==> src/rtl/pipelined_carry_adder.sv <==
// Carry-chunked pipelined adder/subtractor with valid/ready handshake on both sides.
// Subtraction is built only when PIPELINED_CARRY_ADDER_SUB_EN is defined.
module pipelined_carry_adder #(
  parameter int WIDTH = 16,
  parameter int CHUNK = 4
) (
  input  logic             clk,
  input  logic             rst,
  input  logic             in_valid,
  output logic             in_ready,
  input  logic [WIDTH-1:0] x,
  input  logic [WIDTH-1:0] y,
  input  logic             cin,
  input  logic             sub,
  output logic             out_valid,
  input  logic             out_ready,
  output logic [WIDTH-1:0] s,
  output logic             cout,
  output logic             ovf
);

  localparam int STAGES = WIDTH / CHUNK;

  logic             advance;
  logic [WIDTH-1:0] y_eff;
  logic             cin_eff;

`ifdef PIPELINED_CARRY_ADDER_SUB_EN
  assign y_eff   = sub ? ~y : y;
  assign cin_eff = sub ? 1'b1 : cin;
`else
  logic unused_sub;
  assign unused_sub = sub;
  assign y_eff      = y;
  assign cin_eff    = cin;
`endif

  // The whole pipe moves as one; a stalled output freezes every stage.
  assign advance  = !out_valid || out_ready;
  assign in_ready = advance;

  if ((WIDTH % CHUNK) != 0 || CHUNK < 1) begin : g_bad_param
    $error("pipelined_carry_adder: WIDTH must be a positive multiple of CHUNK");
  end

  for (genvar gi = 0; gi < STAGES; gi++) begin : stage
    localparam int SW = WIDTH - gi * CHUNK;  // operand bits not yet added on entry
    localparam int LO = gi * CHUNK;

    logic [SW-1:0]       src_x;
    logic [SW-1:0]       src_y;
    logic                src_c;
    logic                src_v;
    logic [LO+CHUNK-1:0] sum_next;
    logic [CHUNK:0]      add;

    logic                valid_reg;
    logic                carry_reg;
    logic [LO+CHUNK-1:0] sum_reg;

    assign add = {1'b0, src_x[CHUNK-1:0]} + {1'b0, src_y[CHUNK-1:0]}
               + {{CHUNK{1'b0}}, src_c};

    if (gi == 0) begin : g_src
      assign src_x    = x;
      assign src_y    = y_eff;
      assign src_c    = cin_eff;
      assign src_v    = in_valid;
      assign sum_next = add[CHUNK-1:0];
    end else begin : g_src
      assign src_x    = stage[gi-1].g_fwd.xr_reg;
      assign src_y    = stage[gi-1].g_fwd.yr_reg;
      assign src_c    = stage[gi-1].carry_reg;
      assign src_v    = stage[gi-1].valid_reg;
      assign sum_next = {add[CHUNK-1:0], stage[gi-1].sum_reg};
    end

    always_ff @(posedge clk) begin
      if (rst) begin
        valid_reg <= 1'b0;
        carry_reg <= 1'b0;
        sum_reg   <= '0;
      end else if (advance) begin
        valid_reg <= src_v;
        carry_reg <= add[CHUNK];
        sum_reg   <= sum_next;
      end
    end

    if (gi < STAGES - 1) begin : g_fwd
      // Upper operand bits ride along until their stage adds them.
      logic [SW-CHUNK-1:0] xr_reg;
      logic [SW-CHUNK-1:0] yr_reg;

      always_ff @(posedge clk) begin
        if (advance) begin
          xr_reg <= src_x[SW-1:CHUNK];
          yr_reg <= src_y[SW-1:CHUNK];
        end
      end
    end else begin : g_last
      logic ovf_reg;

      // Top chunk holds both operand sign bits and the result sign bit.
      always_ff @(posedge clk) begin
        if (rst) begin
          ovf_reg <= 1'b0;
        end else if (advance) begin
          ovf_reg <= (src_x[CHUNK-1] == src_y[CHUNK-1]) &&
                     (add[CHUNK-1] != src_x[CHUNK-1]);
        end
      end
    end
  end

  assign out_valid = stage[STAGES-1].valid_reg;
  assign s         = stage[STAGES-1].sum_reg;
  assign cout      = stage[STAGES-1].carry_reg;
  assign ovf       = stage[STAGES-1].g_last.ovf_reg;

endmodule

==> config.mk <==
export PLATFORM = sky130hd
export DESIGN_NAME = pipelined_carry_adder
export DESIGN_NICKNAME = d
export VERILOG_FILES = /design/src/rtl/pipelined_carry_adder.sv
export SDC_FILE = /design/constraint.sdc
export NUM_CORES = 1
export LEC_CHECK = 0
export ABC_AREA = 1
export BUFFER_PORTS_ARGS = -buffer_cell sky130_fd_sc_hd__buf_2
export CORE_MARGIN = 5
export CORE_UTILIZATION = 45
export CTS_CLUSTER_SIZE = 24
export DETAILED_ROUTE_END_ITERATION = 8
export HOLD_SLACK_MARGIN = 0.02
export PLACE_DENSITY = 0.74
export SYNTH_ARGS = -nofsm -noshare
export SYNTH_HDL_FRONTEND = slang
export SYNTH_SLANG_ARGS = --single-unit
==> constraint.sdc <==
create_clock -name clk -period 2.7 [get_ports clk]
set_clock_uncertainty 0.1 [all_clocks]
set_input_delay 0.54 -clock clk [delete_from_list [all_inputs] [get_ports clk]]
set_output_delay 0.54 -clock clk [all_outputs]
set_load 0.02 [all_outputs]
# Word level (Yosys, flattened, before mapping)
# Cells that the tools add are included.
[op_classes]
addsub = 8
eq_ne = 2
reduce_logical = 3
[op_table]
columns = ["op", "count"]
rows = [
  ["4-bit by 4-bit adder with 5-bit output", 4],
  ["5-bit by 1-bit adder with 5-bit output", 4],
  ["1-bit == test", 1],
  ["1-bit logical AND", 1],
  ["1-bit logical NOT", 1],
  ["1-bit logical OR", 1],
  ["1-bit inequality test", 1],
]
[totals]
reg_bits = 97
in_bits = 38
out_inout_bits = 20

# Longest topological paths before layout
[depth]
depth_word = 4
mapped_depth = 7

# Worst setup path after synthesis
# No wires, ideal clock.
[synth_path]
path_type = "input to output"
start = "in out_ready"
end = "out in_ready"
t_arrival_ps = 1383
required_ps = 2060
path_slack_ps = 677
cell_stages = 3
cell_sequence = "nor2_4 inv_2 buf_2"
[synth_via]
elab_chain_len = 1
[synth_rtl]
columns = ["element", "line", "text"]
rows = [
  ["start: declaration", "16", "input logic out_ready,"],
  ["1-bit logical OR", "39", "assign advance = !out_valid || out_ready;"],
  ["end: declaration", "10", "output logic in_ready,"],
]
# No other way between the ends.

# Final worst setup path
[layout_path]
start = "reg stage[3].valid_reg, in the netlist out_valid"
end = "out in_ready"
[layout_via]
elab_chain_len = 2
[layout_rtl]
columns = ["element", "line", "text"]
rows = [
  ["start: declaration", "57", "logic valid_reg;"],
  ["start signal: assignment", "84", "valid_reg <= src_v;"],
  ["1-bit logical NOT", "39", ""],
  ["1-bit logical OR", "39", ""],
]
# No other way between the ends.

==> metrics.md <==
| Metric | Value |
|---|---|
| Status | complete, no violations |
| Clock group share of total power | 29.6% |
| Max Freq | 0.480 GHz |
| Initial antenna violation count | 0 |
| Global Route Usage Sum | 12.5% |
| N_diodes | 0 |
| Yosys top cell by area | edfxtp_1 |
| Area Growth Syn to Fin | 15.3% |
| Critical Path Fanout Max | 25 |
| Clock Path Buffers | 2 |
| I/O pin count | 58 |
| Max Cap Viol | 0 |
| Register area share after synthesis | 65.5% |
| Adder-cell area share of the yosys netlist | 8.39% |
| Vias | roughly 2.3k |
| Fin Setup TNS | 0 ns |
| Global-route wire length before repair | 9890 um |
| Post-synthesis mux area share | 0% |
| Synth Area in Simple Gates | approximately 11% |
| IO buf count | 56 |
| Post-synth EDFFs | 48 |
| Number of global-route vias before repair | 2238 |
| Routed length per instance | 11.9 um |
| Syn_nets | 386 |
| RD Place Congestion | 0.742 |
| Syn Area/Cell | 11.3 sq um |
| Core area | 0.00809 sq mm |
| Critical path class | register to primary output |
| Resized cells post-CTS | 0 |
| Fin crit share | 77.1% |
| Via density | approximately 4.7 |
| Starting Density | approximately 46% |
| DR iter-0 viols | 170 |
| Final nets | 444 |
| WP data arrival | 1.44 ns |
| Top_reg_cell synth | dfxtp_1 |
| Tightest Pin Transition | about 0.38 ns |
| Gate Count Post-Synth | 328 |
| Grt total ovfl | 0 |
| P_sw | 0.000749 W |
| Initial DRT Pass Iterations | 4 |
| Cell Int Power | 0.00215 W |
| Die Wd | just over 100 um |
| Die area | ~0.010 sq mm |
| CTS root buffer | clkbuf_8 |
| Area after DPL | 0.00407 sq mm |
| # hold bufs at CTS | 0 |
| DRT Wirelength | 5900 um |
| Pwr dens | slightly below 700 mW/mm^2 |
| Largest net degree at the start of global routing | 43 |
| Max rail drop VDD | 0.000357 V |
| Cell row count | 33 |
| Critical Path End Type | primary output |
| Final setup viols | 0 |
| Final ANT Viol Nets | 0 |
| Crit path from | out_valid$_SDFFE_PP0P_ |
| Yosys reg bits | 97 |
| Final Hold Fails | 0 |
| HP Class | input pin to register |
| Area share of xor/xnor cells in the synthesized design | 0.947% |
| HPWL Detailed | 4140 um |
| WHS | 0.247 ns |
| Die Span Y | a little over 100 um |
| Post-synthesis cell area | 0.00370 sq mm |
| Yosys warning total | 0 |
| Synth unique cells | 21 |
| Reg2reg start | stage[2].g_fwd.xr_reg[0]$_DFFE_PP_ |
| Worst-Skew Late Latency | between 0.3 and 0.4 ns |
| Minimum clock period | between 2 and 2.5 ns |
| Post-CTS Setup Inserts | 0 |
| Clock sinks | between 90 and 100 |
| Switching share of power | 25.8% |
| Sequential share of power | 59.5% |
| Drt drc | 0 |
| Slew margin rel. | 74.9% |
| Crit start category | register |
| Top post-synthesis cells by area | edfxtp_1 (39%), dfxtp_1 (27%), nor2_1 (7.3%), o21ai_0 (6.1%), fa_1 (4.3%) |
| Layout cell share with drive strength beyond 1 | 20.2% |
| Synth top area share | 39.0% |
| Required time of the critical path | about 2.1 ns |
| Compound-cell area share of the yosys netlist | a little under a tenth |
| Leak pwr | 1.95 nW |
| H-Tree Depth | 3 |
| Worst Hold Launch | x[11] |
| Final Max Tran Viols | 0 |
| Post-layout instance area | 0.00426 sq mm |
| CTS tree | yes |
| Largest family of logic cells by synthesized area | simple AND/OR/NAND/NOR gates |
| CTS clk-pin slew, worst paths | 0.10 ns |
| CTS Buf Count | 9 |
| Post-synth ARST share | 0% |
| RSZ-0062 raised after global routing | false |
| Logic pwr share | 11.0% |
-- power by group through the flow --
stage               clock network [W]  logic, W  registers [W]
floorplan                           0  0.000185        0.00178
global placement                    0  0.000307        0.00175
detailed placement                  0  0.000321        0.00176
CTS                          0.000886  0.000322        0.00173
global route                 0.000954  0.000370        0.00174
finish                       0.000858  0.000318        0.00173
-- cells in the final DEF (no fill, tap or decap) --
cell,Yosys,final
clkinv_4,0,3
buf_2,5,56
nand2_1,16,16
inv_1,22,22
edfxtp_1,48,48
inv_8,0,1
xnor2_1,2,2
nor3_1,1,1
clkinvlp_2,0,1
fa_1,8,8
o21ai_1,3,3
clkinv_2,0,1
clkinv_8,0,1
o21ai_0,45,45
clkbuf_8,0,9
a31oi_1,1,1
clkinvlp_4,0,1
buf_12,0,1
nand3_1,11,11
o21bai_1,3,3
buf_4,0,4
dfxtp_1,49,49
nor2_4,1,1
ha_1,12,12
nor2_1,72,72
a21oi_1,17,17
xor2_1,2,2
-- final timing paths --
| kind | cells past startpoint | slack (ns) | to |
|---|---|---|---|
| worst max-delay path | 4 | 0.62 | in_ready |
| worst min-delay path | 1 | 0.25 | stage[0].g_fwd.xr_reg[7]$_DFFE_PP_ |
| worst max register to register | 6 | 0.88 | cout$_SDFFE_PP0P_ |
| worst min register to register | 0 | 0.33 | stage[1].g_fwd.xr_reg[0]$_DFFE_PP_ |
-- per-layer routing --
layer	global-route usage (%)	up-vias	routed length, um
met1	15.8	1038	2850
met3	3.25	18	322
met2	18.8	60	2570
met5	0	-	0
met4	8.08	0	168
li1	-	1213	-
-- final cells by class --
class | instances | area [sq um]
fill | 753 | 3830
sequential | 97 | 2420
multi-input combinational | 194 | 1100
timing repair buffer | 61 | 330
tap | 105 | 131
clock buffer | 9 | 124
inverter | 23 | 87.6
clock inverter | 7 | 66.3
-- logic make-up after synthesis --
group	after synthesis
simple gates	101
flops	97
buf+inv	37
compound gates	69
fa+ha+maj	20
xor+xnor	4
-- worst max-delay path: stages (launching register included) --
cell and delay (ns):
dfxtp_1 0.34, inv_1 0.06, nor2_4 0.10, clkinv_2 0.30, buf_2 0.28
-- synth_stat cells, types with 2 or more instances --
library cell and number:
dfxtp_1 49, nor2_1 72, nand3_1 11, ha_1 12, nand2_1 16, clkbuf_1 5
o21ai_1 3, o21ai_0 45, xor2_1 2, edfxtp_1 48, buf_2 5, buf_6 4
a21oi_1 17, fa_1 8, o21bai_1 3, xnor2_1 2, inv_1 22
-- metrics by stage --
stage               power (W)  cells  setup slack (ns)  utilization (%)
detailed placement    0.00208    480             0.689             50.3
global route          0.00307    496             0.484             52.7
CTS                   0.00294    496             0.577             52.7
floorplan             0.00197    328             0.677                -
global placement      0.00206    480             0.692             50.3
finish                0.00290    496             0.617             52.7
(Power assumes the default switching activity.)
